## src/rtl/sa_rdata_channel.sv

```systemverilog
// ---------------------------------------------------------------------------
// sa_rdata_channel
//   Slave-side read-data return path of the interconnect. The read-address
//   channel pushes one order record per issued (possibly 4KB-split) burst;
//   R beats coming back from the slave are steered to the dispatcher of the
//   owning master, the master-ID prefix is stripped from RID, and the first
//   half of a split burst has its RLAST suppressed so the master sees a
//   single RLAST per original burst.
//
// Ports
//   ACLK_i, ARESET_i           clock, synchronous active-high reset
//   xADDR_*_i                  order record pushed by the address channel
//   xDATA_stall_o              order FIFO full
//   s_R*_i / s_RREADY_o        slave R channel
//   dsp_R*_o / dsp_RREADY_i    R channel towards the master dispatchers
//                              (payload shared, valid/ready per master)
//   prot_err_o                 sticky protocol-error flag
//
// Build option
//   SA_RDATA_OUT_REG_EN        when defined, a 2-entry skid buffer registers
//                              the dsp_R* outputs (1-cycle latency, full
//                              throughput). Undefined: zero-latency path.
// ---------------------------------------------------------------------------
module sa_rdata_channel #(
    parameter int MST_AMT          = 3,
    parameter int OUTSTANDING_AMT  = 8,
    parameter int MST_ID_W         = $clog2(MST_AMT),
    parameter int DATA_WIDTH       = 32,
    parameter int TRANS_MST_ID_W   = 5,
    parameter int TRANS_SLV_ID_W   = TRANS_MST_ID_W + $clog2(MST_AMT),
    parameter int TRANS_DATA_LEN_W = 3,
    parameter int TRANS_RESP_W     = 2
) (
    input  logic                        ACLK_i,
    input  logic                        ARESET_i,
    input  logic [TRANS_SLV_ID_W-1:0]   xADDR_AxID_i,
    input  logic [TRANS_DATA_LEN_W-1:0] xADDR_AxLEN_i,
    input  logic [MST_ID_W-1:0]         xADDR_mst_id_i,
    input  logic                        xADDR_crossing_flag_i,
    input  logic                        xADDR_fifo_order_wr_en_i,
    output logic                        xDATA_stall_o,
    input  logic [TRANS_SLV_ID_W-1:0]   s_RID_i,
    input  logic [DATA_WIDTH-1:0]       s_RDATA_i,
    input  logic [TRANS_RESP_W-1:0]     s_RRESP_i,
    input  logic                        s_RLAST_i,
    input  logic                        s_RVALID_i,
    output logic                        s_RREADY_o,
    output logic [TRANS_MST_ID_W-1:0]   dsp_RID_o,
    output logic [DATA_WIDTH-1:0]       dsp_RDATA_o,
    output logic [TRANS_RESP_W-1:0]     dsp_RRESP_o,
    output logic                        dsp_RLAST_o,
    output logic [MST_AMT-1:0]          dsp_RVALID_o,
    input  logic [MST_AMT-1:0]          dsp_RREADY_i,
    output logic                        prot_err_o
);

    localparam int PTR_W = $clog2(OUTSTANDING_AMT);
    localparam int CNT_W = PTR_W + 1;

    // Order FIFO storage (payload only, never reset)
    logic [TRANS_SLV_ID_W-1:0]   ord_id_q  [OUTSTANDING_AMT];
    logic [TRANS_DATA_LEN_W-1:0] ord_len_q [OUTSTANDING_AMT];
    logic [MST_ID_W-1:0]         ord_mst_q [OUTSTANDING_AMT];
    logic                        ord_cf_q  [OUTSTANDING_AMT];

    logic [PTR_W-1:0]            wr_ptr_q, wr_ptr_d;
    logic [PTR_W-1:0]            rd_ptr_q, rd_ptr_d;
    logic [CNT_W-1:0]            cnt_q, cnt_d;
    logic [TRANS_DATA_LEN_W-1:0] beat_cnt_q, beat_cnt_d;
    logic                        prot_err_q, prot_err_d;

    logic                        fifo_empty, fifo_full;
    logic                        push_ok, pop, hs, last_beat, s_ready;
    logic [TRANS_SLV_ID_W-1:0]   head_id;
    logic [TRANS_DATA_LEN_W-1:0] head_len;
    logic [MST_ID_W-1:0]         head_mst;
    logic                        head_cf;

    assign fifo_empty = (cnt_q == '0);
    assign fifo_full  = (cnt_q == CNT_W'(OUTSTANDING_AMT));

    // First-word fall-through: the head record is read straight out of storage.
    assign head_id  = ord_id_q[rd_ptr_q];
    assign head_len = ord_len_q[rd_ptr_q];
    assign head_mst = ord_mst_q[rd_ptr_q];
    assign head_cf  = ord_cf_q[rd_ptr_q];

    assign hs        = s_RVALID_i & s_ready;
    assign last_beat = (beat_cnt_q == head_len);
    // A burst ends on its LEN count, independent of what the slave signals on RLAST.
    assign pop       = hs & last_beat;
    // When full, a push is still taken if the head leaves in the same cycle.
    assign push_ok   = xADDR_fifo_order_wr_en_i & (~fifo_full | pop);

    assign xDATA_stall_o = fifo_full;
    assign s_RREADY_o    = s_ready;
    assign prot_err_o    = prot_err_q;

    always_comb begin
        wr_ptr_d   = wr_ptr_q;
        rd_ptr_d   = rd_ptr_q;
        cnt_d      = cnt_q;
        beat_cnt_d = beat_cnt_q;
        prot_err_d = prot_err_q;

        if (push_ok) begin
            wr_ptr_d = wr_ptr_q + 1'b1;
        end
        if (pop) begin
            rd_ptr_d = rd_ptr_q + 1'b1;
        end
        if (push_ok && !pop) begin
            cnt_d = cnt_q + 1'b1;
        end else if (!push_ok && pop) begin
            cnt_d = cnt_q - 1'b1;
        end

        if (hs) begin
            beat_cnt_d = last_beat ? '0 : beat_cnt_q + 1'b1;
        end

        // Dropped push, wrong ID, or RLAST not lining up with the LEN count.
        if (xADDR_fifo_order_wr_en_i && !push_ok) begin
            prot_err_d = 1'b1;
        end
        if (hs && ((s_RID_i != head_id) || (s_RLAST_i != last_beat))) begin
            prot_err_d = 1'b1;
        end
    end

    always_ff @(posedge ACLK_i) begin
        if (ARESET_i) begin
            wr_ptr_q   <= '0;
            rd_ptr_q   <= '0;
            cnt_q      <= '0;
            beat_cnt_q <= '0;
            prot_err_q <= 1'b0;
        end else begin
            wr_ptr_q   <= wr_ptr_d;
            rd_ptr_q   <= rd_ptr_d;
            cnt_q      <= cnt_d;
            beat_cnt_q <= beat_cnt_d;
            prot_err_q <= prot_err_d;
        end
    end

    always_ff @(posedge ACLK_i) begin
        if (push_ok) begin
            ord_id_q[wr_ptr_q]  <= xADDR_AxID_i;
            ord_len_q[wr_ptr_q] <= xADDR_AxLEN_i;
            ord_mst_q[wr_ptr_q] <= xADDR_mst_id_i;
            ord_cf_q[wr_ptr_q]  <= xADDR_crossing_flag_i;
        end
    end

`ifdef SA_RDATA_OUT_REG_EN

    typedef struct packed {
        logic [MST_ID_W-1:0]       mst;
        logic [TRANS_MST_ID_W-1:0] id;
        logic [DATA_WIDTH-1:0]     data;
        logic [TRANS_RESP_W-1:0]   resp;
        logic                      last;
    } beat_t;

    beat_t       sk0_q, sk0_d, sk1_q, sk1_d, sk_in;
    logic [1:0]  sk_cnt_q, sk_cnt_d, sk_rem;
    logic        out_ready, out_pop;

    // Ready depends only on registered skid occupancy, so downstream ready
    // never reaches the slave combinationally.
    assign s_ready = ~fifo_empty & (sk_cnt_q != 2'd2);

    assign sk_in.mst  = head_mst;
    assign sk_in.id   = s_RID_i[TRANS_MST_ID_W-1:0];
    assign sk_in.data = s_RDATA_i;
    assign sk_in.resp = s_RRESP_i;
    assign sk_in.last = s_RLAST_i & ~head_cf;

    always_comb begin
        out_ready    = 1'b0;
        dsp_RVALID_o = '0;
        for (int i = 0; i < MST_AMT; i++) begin
            if (sk0_q.mst == MST_ID_W'(i)) begin
                out_ready       = dsp_RREADY_i[i];
                dsp_RVALID_o[i] = (sk_cnt_q != 2'd0);
            end
        end
    end

    assign out_pop = (sk_cnt_q != 2'd0) & out_ready;

    // Entry 0 always drives the outputs; on a pop entry 1 shifts down and an
    // incoming beat lands in the first free slot.
    always_comb begin
        sk0_d  = sk0_q;
        sk1_d  = sk1_q;
        if (out_pop) begin
            sk0_d = sk1_q;
        end
        sk_rem = sk_cnt_q - {1'b0, out_pop};
        if (hs) begin
            if (sk_rem == 2'd0) begin
                sk0_d = sk_in;
            end else begin
                sk1_d = sk_in;
            end
        end
        sk_cnt_d = sk_rem + {1'b0, hs};
    end

    always_ff @(posedge ACLK_i) begin
        if (ARESET_i) begin
            sk_cnt_q <= 2'd0;
        end else begin
            sk_cnt_q <= sk_cnt_d;
        end
    end

    always_ff @(posedge ACLK_i) begin
        sk0_q <= sk0_d;
        sk1_q <= sk1_d;
    end

    assign dsp_RID_o   = sk0_q.id;
    assign dsp_RDATA_o = sk0_q.data;
    assign dsp_RRESP_o = sk0_q.resp;
    assign dsp_RLAST_o = sk0_q.last;

`else

    logic sel_ready;

    always_comb begin
        sel_ready    = 1'b0;
        dsp_RVALID_o = '0;
        for (int i = 0; i < MST_AMT; i++) begin
            if (head_mst == MST_ID_W'(i)) begin
                sel_ready       = dsp_RREADY_i[i];
                dsp_RVALID_o[i] = s_RVALID_i & ~fifo_empty;
            end
        end
    end

    assign s_ready     = ~fifo_empty & sel_ready;
    assign dsp_RID_o   = s_RID_i[TRANS_MST_ID_W-1:0];
    assign dsp_RDATA_o = s_RDATA_i;
    assign dsp_RRESP_o = s_RRESP_i;
    // First half of a 4KB split never shows RLAST to the master.
    assign dsp_RLAST_o = s_RLAST_i & ~head_cf;

`endif

endmodule
```

## config.mk

```make
export PLATFORM = sky130hd
export DESIGN_NAME = sa_rdata_channel
export DESIGN_NICKNAME = d
export VERILOG_FILES = /design/src/rtl/sa_rdata_channel.sv
export SDC_FILE = /design/constraint.sdc
export NUM_CORES = 1
export LEC_CHECK = 0
export BUFFER_PORTS_ARGS = -buffer_cell sky130_fd_sc_hd__buf_2
export CAP_MARGIN = 25
export CORE_MARGIN = 2
export CORE_UTILIZATION = 45
export CTS_CLUSTER_SIZE = 8
export DETAILED_ROUTE_END_ITERATION = 10
export PLACE_DENSITY = 0.78
export SLEW_MARGIN = 10
export SYNTH_ARGS = -nofsm -noshare
export SYNTH_HDL_FRONTEND = slang
export SYNTH_SLANG_ARGS = --single-unit
```

## constraint.sdc

```tcl
create_clock -name ACLK_i -period 5.2 [get_ports ACLK_i]
set_input_delay 1.04 -clock ACLK_i [delete_from_list [all_inputs] [get_ports ACLK_i]]
set_output_delay 1.04 -clock ACLK_i [all_outputs]
set_load 0.005 [all_outputs]
```

# Yosys cells after proc, flatten, opt, wreduce, memory -nomap -nowiden
# Memory sizes are Yosys's and may differ from the RTL's. A register that Yosys moved wholly into a read port is not among the register bits.
# Index checks and enable logic that the tools add are counted.
[totals]
reg_bits = 14
ramBits = 104
inputBits = 62
output_inout_bits = 46
wordCells = 62
n_memories = 4
[op_classes]
add_sub_neg = 5
n_eq_ne = 6
n_mux = 21
n_bitwise = 10
reduce_logical = 11
[memory_table]
columns = ["memory", "depth", "word_bits", "rd", "rd_clocked_by_memory_dff", "write_ports", "line", "rtl"]
rows = [
  ["ord_id_q", 8, 7, 1, 1, 1, "61", "logic [TRANS_SLV_ID_W-1:0] ord_id_q [OUTSTANDING_AMT];"],
  ["ord_len_q", 8, 3, 1, 1, 1, "62", "logic [TRANS_DATA_LEN_W-1:0] ord_len_q [OUTSTANDING_AMT];"],
  ["ord_mst_q", 8, 2, 1, 1, 1, "63", "logic [MST_ID_W-1:0] ord_mst_q [OUTSTANDING_AMT];"],
  ["ord_cf_q", 8, 1, 1, 1, 1, "64", "logic ord_cf_q [OUTSTANDING_AMT];"],
]
[ops]
columns = ["operator", "count"]
rows = [
  ["2-to-1 mux 3 bit", 9],
  ["2-to-1 mux 1 bit", 10],
  ["adder 3 x 1 -> 3 bit, second input constant", 3],
  ["2-to-1 mux 4 bit", 2],
  ["!= test 7 bit", 1],
  ["AND 1 bit", 6],
  ["adder 4 x 1 -> 4 bit, second input constant", 1],
  ["== test 4 bit, second input constant", 1],
  ["logical AND 1 bit", 4],
  ["zero test 4 bit", 1],
  ["nonzero test 2 bit", 2],
  ["subtractor 4 x 1 -> 4 bit, second input constant", 1],
  ["== test 3 bit", 1],
  ["NOT 1 bit", 3],
  ["== test 2 x 1 -> 1 bit, second input constant", 1],
  ["== test 2 bit, second input constant", 1],
  ["zero test 1 bit", 2],
  ["zero test 2 bit", 1],
  ["logical OR 1 bit", 1],
  ["!= test 1 bit", 1],
  ["bitwise OR 1 bit", 1],
]

# Longest topological paths before layout
[depth]
ltp_word = 13
mapped_depth = 18
depth_no_buf = 15

# Worst setup path before layout
# OpenSTA, ideal clock, no wires.
[synth_path]
path_type = "register to register"
startpoint = "register (tool-made name)"
endpoint = "memory ord_cf_q[1], enable pin"
t_arrival_ps = 3404
t_required_ps = 4783
slack_ps = 1379
path_stages_with_launch = 10
period_less_slack_ps = 3821
path_cell_list = "dfxtp_1 buf_6 mux4_2 mux2_4 or2_4 o32ai_4 and2_1 buf_6 o21ai_4 nor4_1"
[synth_lines]
columns = ["element", "line"]
rows = [
  ["to (decl)", "64"],
]

==> metrics.txt <==
status complete, no violations; worst r2r path cells 16; layout cells sized above 1 0.3687; TritonCTS Sinks between 100 and 150; delay-heaviest family, CP simple AND/OR/NAND/NOR gates; routability cong. roughly 0.77; CP max FO 23; Cell Pwr Density ~460 nW/um2; CP max stage cell mux4_2; main flop type after synthesis edfxtp_1; max cap viols 0; FF-to-FF End cnt_q[3]; post-cts sizing count 0; H-Tree Level Count 4; CTS tree built; post-layout minimum cycle time around 4300 ps; CP Launch Type register; filler cell count 913; syn nets roughly 380; drt initial violations around 100; Die Area 12,590 um2; Worst-path clk slew roughly 60 ps; global-route wire length before repair 14,820 um; total power between 2 and 3 mW; placed cell count 450; initial antenna violation count 0; post-synthesis sequential area ratio 0.6572; Post-synth EDFFs between 100 and 150; Nets just under 400; hold path cells 2; antenna cells 0; IR drop worst, VDD ~0.00026 V; Cells after Synth between 300 and 400; Leak around 2 nW; most common cell after layout, fill and taps aside edfxtp_1; Unique masters post-synth 39; fin. max-slew vios 0; hold_buf cts 0; Core Region about 11,000 um2; Die X ~110 um; WP data required ~5600 ps; Cell Area, Synth about 5300 um2; Hold EP prot_err_o; number of remaining DRC errors 0; final period utilization 0.8300; Hold Startpoint prot_err_o; Post-CTS Setup Inserts 0; final std cells w/o fill approximately 480; clk root buf clkbuf_16; drt total wl 9537 um; max frequency ~230 MHz; Initial Utilization 0.4615; Worst Tran Pin Value between 500 and 600 ps; post-synthesis area per instance ~17 um2; setup TNS 0 ps; Worst setup EP type register; vias per cell about 5.4; Hold Fails Final Rpt 0; Total GRT Usage 0.1621; Clock Path Buffers 2; RSZ-0062 raised after global routing false; largest net degree at the start of global routing 24; Fin Clk Skew about 5.8 ps; Buffers on Ports 39; vias in the first global route around 2,700; Data arrival, critical path roughly 4700 ps; clk_lat worst skew between 400 and 500 ps; number of I/O pins about 110; # rows 39; synth warn 0; CP max stage delay ~540 ps; Slew HR 0.6028; DRT Pass-1 Iters 4; Vias ~2,600; Die Span Y 112.2 um; grt total ovfl 0; Hold WS between 500 and 600 ps; WL/cell 19.79 um; most frequent cells in the layout 104 x edfxtp_1, 39 x buf_2, 26 x mux4_2; hpwl dp between 5000 and 6000 um; antenna viol nets, final 0; synthesis-to-layout area growth 14.77%; critical path class reg -> reg; CTS buffer count 17; R2R setup slack about 900 ps; worst path buffer plus inverter count 3; final setup fails 0; asr flop ratio synth 0; number of synthesized register bits 121; crit path cell chain buf_4 -> mux4_2 -> mux2_4 -> or2_4 -> o32ai_4 -> and2_1 -> o21ai_4 -> inv_4 -> ha_1 -> inv_1 -> ha_1 -> a21o_1 -> a21oi_1 -> xnor2_1 -> or3_1 -> a21oi_1; Hold Path Class reg -> reg
## Yosys cell counts (2+ instances only)
| cell | number | area, um2 |
|---|---|---|
| edfxtp_1 | 104 | 3123 |
| buf_4 | 40 | 300.3 |
| mux4_2 | 26 | 585.6 |
| dfxtp_1 | 17 | 340.3 |
| mux2i_1 | 16 | 160.2 |
| nor2_1 | 12 | 45.04 |
| xnor2_1 | 11 | 96.34 |
| a21oi_1 | 8 | 40.04 |
| inv_1 | 8 | 30.03 |
| nor3_1 | 8 | 40.04 |
| xor2_1 | 7 | 61.31 |
| ha_1 | 6 | 75.07 |
| buf_2 | 3 | 15.01 |
| buf_6 | 3 | 33.78 |
| clkbuf_1 | 3 | 11.26 |
| nand2_1 | 3 | 11.26 |
| nand2b_1 | 3 | 18.77 |
| nor4_1 | 3 | 18.77 |
| and2_1 | 2 | 12.51 |
| mux2_4 | 2 | 30.03 |
| nor4b_2 | 2 | 30.03 |
| o21ai_0 | 2 | 10.01 |
## through the flow
stage | utilization | cell area, um2 | worst slack, ps
6_report | 0.5297 | 6048 | 883.8
5_1_grt | 0.5297 | 6048 | 581.3
4_1_cts | 0.5297 | 6048 | 865.8
3_5_place_dp | 0.4728 | 5399 | 884.2
3_3_place_gp | 0.4728 | 5399 | 1013
2_1_floorplan | - | 5270 | 1379
## final cells by class
class,instances,area (um2),area share
multi-input cells,127,1443,0.2385
flip-flops and latches,121,3463,0.5726
clock inverters,15,224.0,0.03703
inverters,9,36.28,0.005999
repair buffers,50,277.8,0.04592
well taps,143,178.9,0.02958
clock buffers,17,425.4,0.07034
## layer usage
layer / track usage / up-vias / share of wire
met5: 0 / - / 0
met4: 0.08618 / 0 / 0.030
met3: 0.05670 / 39 / 0.068
met2: 0.2574 / 82 / 0.50
met1: 0.1962 / 1297 / 0.40
li1: - / 1181 / -
## cell families after synthesis
logic type               synth area share
AO/OA/AOI/OAI                     0.02541
XOR/XNOR                          0.02991
adder cells (fa/ha/maj)           0.01804
buffers and inverters             0.07526
flip-flops                         0.6572
multiplexers                       0.1498
AND/OR/NAND/NOR                   0.04440
## state kept, by name (all words and copies together) (netlist names), named ones only
register,flops
beat_cnt_q,3
rd_ptr_q,3
ord_cf_q,8
ord_len_q,24
ord_id_q,56
ord_mst_q,16
prot_err_o,1
wr_ptr_q,3
cnt_q,4
## worst max-delay path by stage
stage	from	to	slack, ps	cells after the start
2_1_floorplan	register	ord_cf_q[1]	1380	9
3_3_place_gp	register	cnt_q[3]	1010	16
3_5_place_dp	register	cnt_q[3]	880	16
4_1_cts	register	cnt_q[3]	870	16
5_1_grt	register	cnt_q[3]	580	16
6_report	register	cnt_q[3]	880	16
## tightest hold or removal path: stages (launching register included)
cell and delay [ps]:
dfxtp_1 320, a21oi_1 40, a21oi_1 120
## where the power goes
part / switching (mW) / total, mW / internal [mW]
Sequential: 0.0436 / 1.17 / 1.12
Combinational: 0.172 / 0.323 / 0.151
Clock: 0.421 / 1.27 / 0.850
Total: 0.636 / 2.76 / 2.12
No activity file was read; power rests on OpenSTA's default activity.
